### config.mk
export PLATFORM = sky130hd
export DESIGN_NAME = rom_load_ctrl
export DESIGN_NICKNAME = d
export VERILOG_FILES = /design/src/rtl/rom_load_pkg.sv /design/src/rtl/rom_load_settle_tmr.sv /design/src/rtl/rom_load_ctrl.sv
export SDC_FILE = /design/constraint.sdc
export NUM_CORES = 1
export LEC_CHECK = 0
export CAP_MARGIN = 20
export CORE_MARGIN = 2
export CORE_UTILIZATION = 41
export DETAILED_ROUTE_END_ITERATION = 10
export HOLD_SLACK_MARGIN = 0.1
export PLACE_DENSITY = 0.79
export SLEW_MARGIN = 20
export SYNTH_ARGS = -nofsm -noshare
export SYNTH_HDL_FRONTEND = slang
export SYNTH_SLANG_ARGS = --single-unit
### constraint.sdc
create_clock -name clk_sys -period 1.99 [get_ports clk_sys]
set_input_delay 0.398 -clock clk_sys [delete_from_list [all_inputs] [get_ports clk_sys]]
set_output_delay 0.398 -clock clk_sys [all_outputs]
set_load 0.1 [all_outputs]
### src/rtl/rom_load_pkg.sv
// Shared types and defaults for the ROM download controller.
// Exports: rl_state_t, ROM_IDX_DEF, CFG_IDX_DEF.
package rom_load_pkg;

  typedef enum logic [1:0] {
    IDLE,
    LOAD,
    SETTLE,
    RUN
  } rl_state_t;

  localparam logic [7:0] ROM_IDX_DEF = 8'd0;
  localparam logic [7:0] CFG_IDX_DEF = 8'd1;

endpackage

### src/rtl/rom_load_settle_tmr.sv
// Post-download settle timer: clear / count / terminal count.
// Ports: clk, rst, clr, en in; tc out (count == CYC-1).
module rom_load_settle_tmr #(
  parameter int unsigned CYC = 1024
) (
  input  logic clk,
  input  logic rst,
  input  logic clr,
  input  logic en,
  output logic tc
);

  localparam int unsigned W = $clog2(CYC);

  logic [W-1:0] cnt;

  always_ff @(posedge clk or posedge rst) begin
    if (rst) begin
      cnt <= '0;
    end else if (clr) begin
      cnt <= '0;
    end else if (en) begin
      cnt <= cnt + W'(1);
    end
  end

  assign tc = (cnt == W'(CYC - 1));

endmodule

### src/rtl/rom_load_ctrl.sv
// Routes the ioctl download stream to the core ROM port, latches the
// title number, and holds the core in reset through load + settle.
// In:  clk_sys, RESET, ioctl_download/wr/addr/dout/index, user_reset.
// Out: core_reset, rom_wr/addr/data, tno, load_done, load_err, csum.
// Build option ROM_LOAD_CSUM_EN enables the checksum of accepted bytes.
module rom_load_ctrl
  import rom_load_pkg::*;
#(
  parameter logic [7:0]  ROM_IDX    = ROM_IDX_DEF,
  parameter logic [7:0]  CFG_IDX    = CFG_IDX_DEF,
  parameter int unsigned ADDR_W     = 17,
  parameter int unsigned ROM_SIZE   = 'h1C000,
  parameter int unsigned SETTLE_CYC = 1024
) (
  input  logic              clk_sys,
  input  logic              RESET,
  input  logic              ioctl_download,
  input  logic              ioctl_wr,
  input  logic [24:0]       ioctl_addr,
  input  logic [7:0]        ioctl_dout,
  input  logic [7:0]        ioctl_index,
  input  logic              user_reset,
  output logic              core_reset,
  output logic              rom_wr,
  output logic [ADDR_W-1:0] rom_addr,
  output logic [7:0]        rom_data,
  output logic [3:0]        tno,
  output logic              load_done,
  output logic              load_err,
  output logic [15:0]       csum
);

  rl_state_t state;

  logic dl_q;
  logic rise;
  logic rom_hit;
  logic in_rng;
  logic accept;
  logic oor;
  logic cfg_wr;
  logic tc;

  // dl_q resets high so a download already active when RESET
  // drops is not mistaken for a new load start.
  always_ff @(posedge clk_sys or posedge RESET) begin
    if (RESET) begin
      dl_q <= 1'b1;
    end else begin
      dl_q <= ioctl_download;
    end
  end

  assign rise    = ioctl_download & ~dl_q;
  assign rom_hit = ioctl_wr & (ioctl_index == ROM_IDX);
  assign in_rng  = (ioctl_addr < 25'(ROM_SIZE));
  assign accept  = rom_hit & in_rng;
  assign oor     = rom_hit & ~in_rng;
  assign cfg_wr  = ioctl_wr & (ioctl_index == CFG_IDX);

  rom_load_settle_tmr #(
    .CYC (SETTLE_CYC)
  ) u_tmr (
    .clk (clk_sys),
    .rst (RESET),
    .clr (state != SETTLE),
    .en  (state == SETTLE),
    .tc  (tc)
  );

  always_ff @(posedge clk_sys or posedge RESET) begin
    if (RESET) begin
      state      <= IDLE;
      core_reset <= 1'b1;
      load_done  <= 1'b0;
    end else begin
      unique case (state)
        IDLE: begin
          if (rise) state <= LOAD;
        end
        LOAD: begin
          if (!ioctl_download) state <= SETTLE;
        end
        SETTLE: begin
          if (rise) begin
            state <= LOAD;
          end else if (tc) begin
            state      <= RUN;
            core_reset <= user_reset;
            load_done  <= 1'b1;
          end
        end
        RUN: begin
          if (rise) begin
            state      <= LOAD;
            core_reset <= 1'b1;
            load_done  <= 1'b0;
          end else begin
            core_reset <= user_reset;
          end
        end
        default: begin
          state      <= IDLE;
          core_reset <= 1'b1;
          load_done  <= 1'b0;
        end
      endcase
    end
  end

  always_ff @(posedge clk_sys or posedge RESET) begin
    if (RESET) begin
      rom_wr   <= 1'b0;
      rom_addr <= '0;
      rom_data <= '0;
      tno      <= '0;
      load_err <= 1'b0;
    end else begin
      rom_wr <= accept;
      if (accept) begin
        rom_addr <= ioctl_addr[ADDR_W-1:0];
        rom_data <= ioctl_dout;
      end
      if (cfg_wr) tno <= ioctl_dout[3:0];
      load_err <= (rise ? 1'b0 : load_err) | oor;
    end
  end

`ifdef ROM_LOAD_CSUM_EN
  logic [15:0] csum_q;

  always_ff @(posedge clk_sys or posedge RESET) begin
    if (RESET) begin
      csum_q <= '0;
    end else begin
      csum_q <= (rise ? 16'h0 : csum_q) +
                (accept ? {8'h0, ioctl_dout} : 16'h0);
    end
  end

  assign csum = csum_q;
`else
  assign csum = 16'h0000;
`endif

endmodule

Word level (Yosys, flattened, before mapping)
Cells that the tools add are included.
{"block": "totals", "regBits": 46, "latchBits": 0, "ram_bits": 0, "rom_bits": 0, "input_bits": 46, "output_inout_bits": 49, "wordCells": 56, "mem_count": 0}
{"block": "op_classes", "n_addsub": 1, "mul": 0, "n_div": 0, "magnitude_cmp": 1, "eq_ne": 12, "n_shift": 0, "muxes": 16, "n_bitwise": 8, "reduce_logical": 8}
{"operator": "less-than comparator 25 x 17 -> 1 bit (second input constant)", "n": 1}
{"operator": "2-to-1 mux 10 bit", "n": 2}
{"operator": "adder 10 x 1 -> 10 bit (second input constant)", "n": 1}
{"operator": "equality test 10 bit (second input constant)", "n": 1}
{"operator": "!= test 2 bit (second input constant)", "n": 5}
{"operator": "equality test 8 x 1 -> 1 bit (second input constant)", "n": 1}
{"operator": "logical NOT 8 bit", "n": 1}
{"operator": "2-to-1 mux 2 bit", "n": 4}
{"operator": "2-to-1 mux 1 bit", "n": 7}
{"operator": "case mux 2 bit (3 select lines)", "n": 1}
{"operator": "AND reduction 3 bit", "n": 2}
{"operator": "AND 1 bit", "n": 5}
{"operator": "equality test 2 bit (second input constant)", "n": 2}
{"operator": "case mux 1 bit (2 select lines)", "n": 2}
{"operator": "AND reduction 4 bit", "n": 1}
{"operator": "nonzero test 2 bit", "n": 2}
{"operator": "!= test 3 bit (second input constant)", "n": 1}
{"operator": "equality test 2 x 1 -> 1 bit (second input constant)", "n": 1}
{"operator": "logical NOT 2 bit", "n": 1}
{"operator": "!= test 2 x 1 -> 1 bit (second input constant)", "n": 1}
{"operator": "NOT 1 bit", "n": 2}
{"operator": "OR reduction 2 bit", "n": 1}
{"operator": "OR 1 bit", "n": 1}

Longest topological paths before layout
Gate-level depths: netlist of run 1.
{"block": "logic_depth", "word_depth": 4, "ltp_mapped": 7}

Cells and area by module
From an unflattened synthesis of run 1, not the netlist that was laid out.
{"block": "hier_totals", "cells_unflattened": 173, "hier_area_um2": 2143.3}
{"module": "rom_load_ctrl", "n_inst": 1, "cells_each": 121, "area_per_inst_um2": 1624.1, "seq_area_each_um2": 903.4}
{"module": "rom_load_settle_tmr", "n_inst": 1, "cells_each": 52, "area_per_inst_um2": 519.2, "seq_area_each_um2": 250.2}

Worst setup path before layout of run 1
Ideal clock, no wire load.
{"block": "synth_timing", "path_type": "input -> register", "start": "input ioctl_index[4]", "end": "register rom_addr[0]", "setup_time_ns": 0.125, "arrival_ns": 1.674, "required_ns": 1.865, "path_slack_ns": 0.191, "path_stages": 5, "path_buffers": 1, "path_cell_list": "nor4b_2 > nand2_1 > nor3_4 > buf_6 > mux2_2"}
{"block": "synth_via", "elab_chain_len": 3}
{"element": "start: declaration", "line_no": "rom_load_ctrl.sv:21", "source": "input logic [7:0] ioctl_index,"}
{"element": "logical NOT 8 bit", "line_no": "rom_load_ctrl.sv:55", "source": "assign rom_hit = ioctl_wr & (ioctl_index == ROM_IDX);"}
{"element": "AND 1 bit", "line_no": "rom_load_ctrl.sv:55"}
{"element": "AND 1 bit", "line_no": "rom_load_ctrl.sv:57", "source": "assign accept = rom_hit & in_rng;"}
{"element": "end signal: assignment", "line_no": "rom_load_ctrl.sv:121", "source": "rom_addr <= ioctl_addr[ADDR_W-1:0];"}
{"element": "end: declaration", "line_no": "rom_load_ctrl.sv:25", "source": "output logic [ADDR_W-1:0] rom_addr,"}
No other way between the ends.
A chain may end at the register's enable or synchronous reset.

Final worst setup path of run 1
{"block": "layout_timing", "start": "input ioctl_addr[23]", "end": "register rom_data[7]"}
{"block": "layout_via", "elab_chain_len": 2}
{"element": "start: declaration", "line_no": "rom_load_ctrl.sv:19", "source": "input logic [24:0] ioctl_addr,"}
{"element": "less-than comparator 25 x 17 -> 1 bit", "line_no": "rom_load_ctrl.sv:56", "source": "assign in_rng = (ioctl_addr < 25'(ROM_SIZE));"}
{"element": "AND 1 bit", "line_no": "rom_load_ctrl.sv:57"}
{"element": "end signal: assignment", "line_no": "rom_load_ctrl.sv:122", "source": "rom_data <= ioctl_dout;"}
{"element": "end: declaration", "line_no": "rom_load_ctrl.sv:26", "source": "output logic [7:0] rom_data,"}
No other way between the ends.

==> out/qor.txt, run 1 <==
min-delay worst type = in2async
routed vias/inst = 4.69
post-synth top area share = 52.1%
Remaining DRCs = 0
Root Buffer = clkbuf_8
placed wire-length estimate = 3260 um
Fin. Hold Viols = 0
Max VDD drop = 0.000677 V
top post-synthesis cells by area = dfrtp_1 52%, mux2_2 15%, buf_4 5.7%, xnor2_1 2.9%, and2_1 2.7%
hold_buf cts = 0
CTS max path bufs = 2
worst skew pair latency = 0.29 ns
hold slack = 0.412 ns
gr ovfl total = 0
vias in the first global route = 1488
Ys Warns = 0
CP delay by family, top = buffers and inverters
Main synth FF type = dfrtp_1
Relative slew margins = 66.2%
antenna violations before repair = 0
Yosys reg bits = 46
Power Total = 0.00219 W
CP bufs+invs = 3
Layout area overhead = 44.3%
Reg-to-Reg Start = u_tmr.cnt[0]
Pwr Density = 717 nW/um^2
CP cell instances = clkdlybuf4s50_1 > nor4_2 > nand3_2 > nor3_4 > buf_6 > buf_6 > mux2_2
# diodes = 0
drt total wl = 4470 um
Leakage Power = 1.52 nW
Fmax achieved = 0.509 GHz
initial core utilization = 41.9%
Synth Area per Inst = 12.7 sq um
area of the multi-input gates = 865 sq um
leading area contributor after synthesis = dfrtp_1
Max FO, Critical Path = 7
most used cell, CP = buf_6
TritonCTS Buffers = 5
Final Max Tran Viols = 0
Cell variety after synth = 34
largest net degree at the start of global routing = 30
synthesized instance count = 166
Post-synth ARST share = 100%
share of cells above drive strength 1 = 34.1%
num rows = 26
CP arrival = 2.14 ns
GRT Total Usage = 15.2%
Post-synth EDFFs = 0
CP endpoint = rom_data[7]
# fillers = 411
1st-iter DRT viols = 51
critical path class = in2reg
most common cell in the synthesized netlist = dfrtp_1
TritonCTS Sinks = 46
outcome = complete, no violations
Reg area = 1150 sq um
Worst R2R End = core_reset
die area = 5740 sq um
Cell Area, Synth = 2110 sq um
placed instance count = 313
1st-pass router iterations = 3
CP max-delay cell = clkdlybuf4s50_1
minimum clock period = 1.97 ns
final instance area = 3050 sq um
Placer Congestion = 0.730
Net count, final = 304
fin crit share = 98.7%
number of port buffers = 78
critical path depth = 7
CP Launch Point = ioctl_addr[23]
crit-path max cell delay = 0.43 ns
# setup viols final = 0
slew at the pin closest to its max-slew limit = 0.507 ns
via count = 1523
Top-Level Pins = 95
Final WS setup = 0.0249 ns
core footprint = 5040 sq um
average wire per standard cell = 13.8 um
DIE WIDTH = 75.8 um
reg-to-reg setup timing slack = 0.40 ns
non-filler cells in the finished layout = 325
clk_skew = 0.00536 ns
CTS tree = yes
global-route wire length before repair = 6590 um
dpl cell area = 2880 sq um
die span in y = 75.8 um
Clk pin slew, worst setup/hold paths = 0.08 ns
Setup WS pre-CTS = -0.240 ns
sequential area share after synthesis = 54.6%
Worst Setup End Kind = flip-flop
Startpoint Class = input pin
FF-to-FF path depth = 5
most frequent cells after synthesis = 44 x dfrtp_1, 29 x mux2_2, 16 x buf_4
max-cap viol count = 0
H-tree depth = 2
Post-DRT Antenna Nets = 0
WP data required = 2.17 ns
stage by stage:
stage | setup TNS [ns] | util, %
4_1_cts | 0 | 58.9
6_report | 0 | 60.5
3_3_place_gp | -4.46 | 57.0
3_5_place_dp | -5.77 | 57.0
2_1_floorplan | 0 | -
5_1_grt | -0.849 | 60.5
kinds of logic after synthesis:
| group | Yosys count | share of synthesized area (%) |
|---|---|---|
| simple gates | 44 | 13.1 |
| flops | 46 | 54.6 |
| xor+xnor | 8 | 3.32 |
| mux | 29 | 15.5 |
| compound gates | 9 | 3.02 |
| other cells | 1 | 0.177 |
| fa+ha+maj | 4 | 2.37 |
| buf+inv | 25 | 7.99 |
worst min path at each step:
stage | depth (start not counted) | from | to
5_1_grt | 2 | RESET | state[1]
3_5_place_dp | 1 | u_tmr.cnt[0] | u_tmr.cnt[0]
2_1_floorplan | 0 | ioctl_download | dl_q
3_3_place_gp | 1 | u_tmr.cnt[0] | u_tmr.cnt[0]
6_report | 2 | RESET | u_tmr.cnt[1]
4_1_cts | 2 | RESET | u_tmr.cnt[1]
cells in the final DEF (no fill, tap or decap), drive strengths merged:
cell	n
dfrtp	44
and4	3
xor2	1
nor4	3
nor3	3
and2	9
dfstp	2
a22o	1
dlymetal6s2s	2
o22a	1
nor2b	2
nand3	7
conb	16
nand2b	1
a311oi	1
a21oi	1
xnor2	7
nand4	3
nor4b	1
nor2	4
nand3b	1
inv	4
and3	1
a221o	1
nand2	5
buf	41
clkinv	1
o21a	1
mux2	29
nor3b	1
clkbuf	8
ha	4
clkdlybuf4s50	43
o21ai	3
timing repair:
action	4_1_cts	5_1_grt
setup endpoints to repair	0	25
buffers inserted	0	2
gates resized for setup	0	7
where the power goes:
group | internal [W] | switching, W | total [W] | leakage (nW)
sequential | 0.000980 | 0.0000371 | 0.00102 | 0.627
clock | 0.000280 | 0.000283 | 0.000563 | 0.0482
combinational | 0.000213 | 0.000393 | 0.000606 | 0.847
total | 0.00147 | 0.000713 | 0.00219 | 1.52
metal layers:
metal  GRT usage, %  vias to the layer above  share of wire [%]
li1               -                      717                  -
met1           17.5                      749                 41
met2           27.3                       53                 51
met3           4.10                        4                7.8
met4           4.68                        0               0.80
met5              0                        -                  0
sequential cells by signal, summed over array words and instances (netlist names):
register,cells
dl_q,1
core_reset,1
state,2
rom_wr,1
load_err,1
load_done,1
u_tmr.cnt,10
tno,4
rom_data,8
rom_addr,17
final cells by class:
class / instances / share of cell area [%]
tap: 70 / 2.87
inverter: 4 / 0.492
clock buffer: 7 / 2.83
timing repair buffer: 87 / 27.5
clock inverter: 1 / 0.164
multi-input combinational: 110 / 28.4
sequential: 46 / 37.8
worst register-to-register path: cells and delay by family (launching register included):
family | cells | cell delay, ns
flops | 1 | 0.41
fa+ha+maj | 1 | 0.25
compound gates | 1 | 0.32
simple gates | 3 | 0.54
(Power assumes the default switching activity.)
==> inputs of run 2 (changes only) <==
- ABC_AREA: not set -> 1
- CORE_UTILIZATION: 41 -> 43
- PLACE_DENSITY: 0.79 -> 0.81
==> run 2 against run 1 <==
Critical path depth rose by 1. Sequential share of layout area down 0.72 points. Sequential power about the same. Synthesized cell count grew 69%. Core utilization rose by 0.38 points. Final cell count up 34%. Flip-flop and latch count unchanged. Highest routed layer unchanged. Count of clock-buffer cells in the layout decreased by 1. Setup slack gained 0.36 ns. Final area grew 1.9%.
==> out/qor.txt, run 2 <==
global-route wire length before repair = 8330 um (+26%)
Final Max Tran Viols = 0 (unchanged)
top post-synthesis cells by area = dfrtp_1 48%, nand2_1 16%, nand3_1 8.6%, buf_4 5.9%, inv_1 4.6%
vias in the first global route = 1865 (+25%)
top flop regs = rom_addr (17), u_tmr.cnt (10), rom_data (8)
minimum clock period = 1.61 ns (-0.359 ns)
# setup viols final = 0 (unchanged)
setup tns final = 0 ns (unchanged)
1st-pass router iterations = 4 (+1)
critical path depth = 8 (+1)
Top reg by flops = rom_addr
gr ovfl total = 0 (unchanged)
1st-iter DRT viols = 87 (+71%)
outcome = complete, no violations
number of port buffers = 78 (unchanged)
placed wire-length estimate = 3910 um (+20%)
Main synth FF type = dfrtp_1
most used cell, CP = nand2_1
CP delay by family, top = simple AND/OR/NAND/NOR gates
CP arrival = 1.84 ns (-0.30 ns)
Root Buffer = clkbuf_8
Fmax achieved = 0.622 GHz (+22%)
area of the multi-input gates = 893 sq um (+3.3%)
sequential area share after synthesis = 50.6% (-4.0 points)
fin crit share = 80.7% (-18 points)
most frequent cells in the layout = 95 x nand2_1, 45 x clkdlybuf4s50_1, 44 x dfrtp_1
synthesized instance count = 281 (+69%)
CP cell instances = inv_1 > ha_1 > inv_1 > nor2_1 > nand2_1 > nand3_1 > nand2_1 > nand2_1
Max FO, Critical Path = 11 (+4)
antenna violations before repair = 0 (unchanged)
routed vias/inst = 4.62 (-1.4%)
Post-DRT Antenna Nets = 0 (unchanged)
Top-Level Pins = 95 (unchanged)
die span in y = 76.8 um (+1.3%)
FF-to-FF path depth = 8 (+3)
Post-CTS Setup Bufs = 0 (unchanged)
DIE WIDTH = 76.8 um (+1.3%)
Pwr Density = 762 nW/um^2 (+6.3%)
worst skew pair latency = 0.29 ns (about the same)
# diodes = 0 (unchanged)
Final WS setup = 0.383 ns (+0.359 ns)
CTS max path bufs = 2 (unchanged)
Clk pin slew, worst setup/hold paths = 0.08 ns (about the same)
Layout area overhead = 36.3%
TritonCTS Buffers = 5 (unchanged)
crit-path max cell delay = 0.43 ns (about the same)
Synth Area per Inst = 8.11 sq um (-36%)
WP data required = 2.22 ns (+0.05 ns)
Cell variety after synth = 21 (-38%)
max reg flops = 17 (unchanged)
Ys Warns = 0 (unchanged)
most frequent cells after synthesis = 95 x nand2_1, 44 x dfrtp_1, 39 x nand3_1
num rows = 26 (unchanged)
critical path class = reg2reg
Leakage Power = 1.70 nW (+12%)
# fillers = 449 (+9.2%)
Yosys reg bits = 46 (unchanged)
Placer Congestion = 0.848 (+16%)
Remaining DRCs = 0 (unchanged)
Max VDD drop = 0.000504 V (-25%)
Startpoint Class = flip-flop
min-delay worst type = in2async
most common cell in the synthesized netlist = nand2_1
drt total wl = 5010 um (+12%)
GRT Total Usage = 17.6% (+2.5 points)
H-tree depth = 2 (unchanged)
max-cap viol count = 0 (unchanged)
Reg area = 1150 sq um (unchanged)
largest net degree at the start of global routing = 40 (+33%)
hold_buf cts = 0 (unchanged)
Post-synth EDFFs = 0 (unchanged)
Fin. Hold Viols = 0 (unchanged)
unrepaired setup endpoints after global routing = false
Worst Setup End Kind = flip-flop
share of cells above drive strength 1 = 14.8% (-19 points)
CP bufs+invs = 2 (-1)
Post-synth ARST share = 100% (unchanged)
Net count, final = 413 (+36%)
Setup WS pre-CTS = 0.0496 ns (+0.290 ns)
average wire per standard cell = 11.5 um (-16%)
post-cts sizing count = 0 (unchanged)
TritonCTS Sinks = 46 (unchanged)
leading area contributor after synthesis = dfrtp_1
Cell Area, Synth = 2280 sq um (+7.9%)
die area = 5900 sq um (+2.7%)
most common cell after layout, fill and taps aside = nand2_1
CTS tree = yes
clk_skew = 0.00581 ns (+0.000455 ns)
core footprint = 5110 sq um (+1.3%)
post-synth top area share = 48.3% (-3.8 points)
initial core utilization = 44.6% (+2.7 points)
via count = 2005 (+32%)
CP max-delay cell = dfrtp_1
## run 2: changes by cell type after synthesis, sizes merged, moves of 9 or more
cell,previous run,this run
and2,9,0
nand2,5,96
nand3,7,40
nor2,4,23
mux2,29,0
inv,4,28
## run 2: cell type report
cell class	count	share of cell area (%)
clock buffers	6	2.66
clock inverters	2	0.403
inverters	28	3.38
multi-input cells	199	28.7
flip-flops and latches	46	37.1
well taps	70	2.82
repair buffers	83	24.9
## run 2: worst reg2reg max path: cells and delay by family, from the launching register on
| kind | cells | cell delay, ns |
|---|---|---|
| AND/OR/NAND/NOR | 5 | 0.51 |
| flip-flops | 1 | 0.43 |
| adder cells (fa/ha/maj) | 1 | 0.35 |
| buffers and inverters | 2 | 0.26 |
## run 2: cells by family after synthesis
kind of cell	count (synthesis)	synth area share (%)
adders and majority gates	4	2.20
other	1	0.164
xor gates and xnor gates	1	0.384
buffers and inverters	51	12.7
DFF	46	50.6
AOI/OAI and AO/OA	12	2.63
and+or+nand+nor	166	31.3
## run 2: where the power goes
group          total [W]  internal (W)  switching [W]
Combinational   0.000738      0.000252       0.000486
Clock           0.000585      0.000279       0.000305
Sequential       0.00105      0.000999      0.0000484
Total            0.00237       0.00153       0.000840
## run 2: worst paths after layout
kind	start	endpoint	slack (ns)
max in group asynchronous	RESET	state[0]	1.22
min reg2reg	u_tmr.cnt[0]	u_tmr.cnt[0]	0.46
max	state[0]	state[1]	0.38
min in group clk_sys	u_tmr.cnt[0]	u_tmr.cnt[0]	0.46
max reg2reg	state[0]	state[1]	0.38
min	RESET	load_done	0.33
## run 2: through the flow
stage	power, W	area, sq um	utilization [%]	std cells	hold slack [ns]
final	0.00237	3110	60.9	434	0.327
after detailed placement	0.00180	3010	59.0	426	0.455
after floorplan	0.00161	2340	-	296	0.402
after CTS	0.00239	3110	60.9	434	0.329
after global placement	0.00179	3010	59.0	426	0.450
after global routing	0.00250	3110	60.9	434	0.343
## run 2: routing by layer
metal	routed length [um]	up-vias	GRT usage, %
li1	-	1015	-
met1	2210	920	22.2
met2	2380	64	27.9
met3	349	6	6.47
met4	65	0	6.36
met5	0	-	0
==> inputs of run 3 (changes only) <==
- CORE_UTILIZATION: 43 -> 39
- PLACE_DENSITY: 0.81 -> 0.77
- clock period: 1.99 -> 1.45 ns (I/O delays scaled with it)
==> run 3 against run 2 <==
Largest cell class is now non-clock buffers. Critical path type is now reg2out. Critical endpoint is now core_reset. Clock power up 36%. Worst hold slack gained 0.010 ns. Count of clock-buffer cells in the layout up 1. Power up 41%. Register-to-register slack worse by 0.25 ns. Sequential power grew 37%. Core utilization up 4.4 points. Flip-flop and latch count is the same. Critical path depth down 7. Combinational power increased by 48%.
==> out/qor.txt, run 3 (synthesized netlist as in run 2, its figures left out) <==
CP arrival = 1.04 ns (-0.80 ns)
number of port buffers = 78 (unchanged)
TritonCTS Buffers = 5 (unchanged)
Worst Setup End Kind = primary output
largest net degree at the start of global routing = 47 (+18%)
Root Buffer = clkbuf_8
# fillers = 440 (-2.0%)
clk_skew = 0.00434 ns (-0.00148 ns)
min-delay worst type = in2async
gr ovfl total = 0 (unchanged)
CP max-delay cell = dfstp_2
H-tree depth = 2 (unchanged)
average wire per standard cell = 11.8 um (+2.4%)
Clk pin slew, worst setup/hold paths = 0.08 ns (about the same)
CTS tree = yes
global-route wire length before repair = 8870 um (+6.5%)
worst skew pair latency = 0.29 ns (about the same)
Post-DRT Antenna Nets = 0 (unchanged)
combinational share of power = 32.8% (+1.7 points)
WP data required = 1.16 ns (-1.06 ns)
clock power share = 23.9% (-0.8 points)
GRT Total Usage = 17.7% (+0.082 points)
core footprint = 5570 sq um (+9.1%)
Net count, final = 427 (+3.4%)
routed vias/inst = 4.62 (+0.10%)
Max VDD drop = 0.000803 V (+59%)
# diodes = 0 (unchanged)
vias in the first global route = 2017 (+8.2%)
max reg flops = 17 (unchanged)
CP delay by family, top = flip-flops
initial core utilization = 40.9% (-3.7 points)
Top-Level Pins = 95 (unchanged)
dpl cell area = 3530 sq um (+17%)
fin crit share = 91.4%
placed instance count = 442 (+3.8%)
Top reg by flops = rom_addr
TritonCTS Sinks = 46 (unchanged)
Layout area overhead = 59.6%
placed wire-length estimate = 4210 um (+7.7%)
Pint = 0.00215 W (+41%)
via count = 2081 (+3.8%)
Startpoint Class = flip-flop
1st-iter DRT viols = 83 (-4.6%)
antenna violations before repair = 0 (unchanged)
share of cells above drive strength 1 = 18.8% (+3.9 points)
outcome = complete, no violations
CP cell instances = buf_12
Remaining DRCs = 0 (unchanged)
Max FO, Critical Path = 2 (-9)
Post-CTS Setup Bufs = 0 (unchanged)
Leakage Power = 1.86 nW (+9.4%)
minimum clock period = 1.33 ns
max-cap viol count = 0 (unchanged)
non-filler cells in the finished layout = 450 (+3.7%)
Fmax achieved = 0.754 GHz
die area = 6470 sq um (+9.7%)
drt total wl = 5310 um (+6.2%)
# setup viols final = 0 (unchanged)
Pwr Density = 915 nW/um^2 (+20%)
critical path class = reg2out
most common cell after layout, fill and taps aside = nand2_1
most frequent cells in the layout = 94 x nand2_1, 45 x clkdlybuf4s50_1, 44 x dfrtp_1
CTS max path bufs = 2 (unchanged)
CP bufs+invs = 1 (-1)
final instance area = 3640 sq um (+17%)
sw frac = 35.4% (-0.078 points)
top flop regs = rom_addr (17), u_tmr.cnt (10), rom_data (8)
Final Max Tran Viols = 0 (unchanged)
crit-path max cell delay = 0.57 ns (+0.14 ns)
unrepaired setup endpoints after global routing = false
1st-pass router iterations = 4 (unchanged)
die span in y = 80.5 um (+4.7%)
Fin. Hold Viols = 0 (unchanged)
DIE WIDTH = 80.5 um (+4.7%)
num rows = 27 (+3.8%)
switching pwr = 0.00118 W (+40%)
Placer Congestion = 0.844 (-0.57%)
sequential share of power = 43.3% (-0.9 points)
## run 3: cell types whose count changed in the layout (fill, tap and decap cells not counted), sizes merged
cell      previous run  this run
clkbuf               6         7
clkinvlp             1         0
buf                 38        52
## run 3: stage by stage
stage | util (%) | setup TNS (ns) | worst slack, ns | power (W) | hold WS [ns]
2_1_floorplan | - | 0 | 0.0755 | 0.00221 | 0.294
3_3_place_gp | 63.4 | -3.65 | -0.141 | 0.00251 | 0.449
3_5_place_dp | 63.4 | -5.46 | -0.213 | 0.00256 | 0.461
4_1_cts | 65.0 | 0 | 0.0536 | 0.00335 | 0.357
5_1_grt | 65.3 | 0 | 0.00523 | 0.00351 | 0.375
6_report | 65.3 | 0 | 0.124 | 0.00333 | 0.337
## run 3: layout make-up
type,count,area (sq um),share of cell area [%]
repair buffers,97,1290,35.5
flip-flops and latches,46,1150,31.7
well taps,72,90.1,2.48
clock inverters,1,5.00,0.138
multi-input cells,199,906,24.9
inverters,28,105,2.89
clock buffers,7,86.3,2.37
## run 3: power by group through the flow
stage	combinational (W)	sequential [W]	clock, W
after floorplan	0.000617	0.00159	0
after global placement	0.00105	0.00146	0
after detailed placement	0.00109	0.00147	0
after CTS	0.00109	0.00144	0.000820
after global routing	0.00120	0.00145	0.000861
final	0.00109	0.00144	0.000797
## run 3: timing repair
item                       4_1_cts  5_1_grt
hold buffers                     0        0
gates resized for setup          0        4
setup endpoints to repair        0        9
## run 3: worst paths after layout
check / startpoint / end / slack [ns] / cells past startpoint
max: core_reset / core_reset / 0.12 / 1
min: RESET / load_done / 0.34 / 3
max reg2reg: state[0] / state[1] / 0.13 / 8
min reg2reg: u_tmr.cnt[0] / u_tmr.cnt[0] / 0.48 / 1
max in group asynchronous: RESET / dl_q / 0.85 / 3
min in group clk_sys: u_tmr.cnt[0] / u_tmr.cnt[0] / 0.48 / 1
## run 3: layer usage
metal	GRT usage, %	wire [um]	vias to the layer above
met5	0	0	-
met4	6.95	93	0
met3	5.06	356	7
met2	30.1	2690	64
met1	21.1	2170	970
li1	-	-	1040
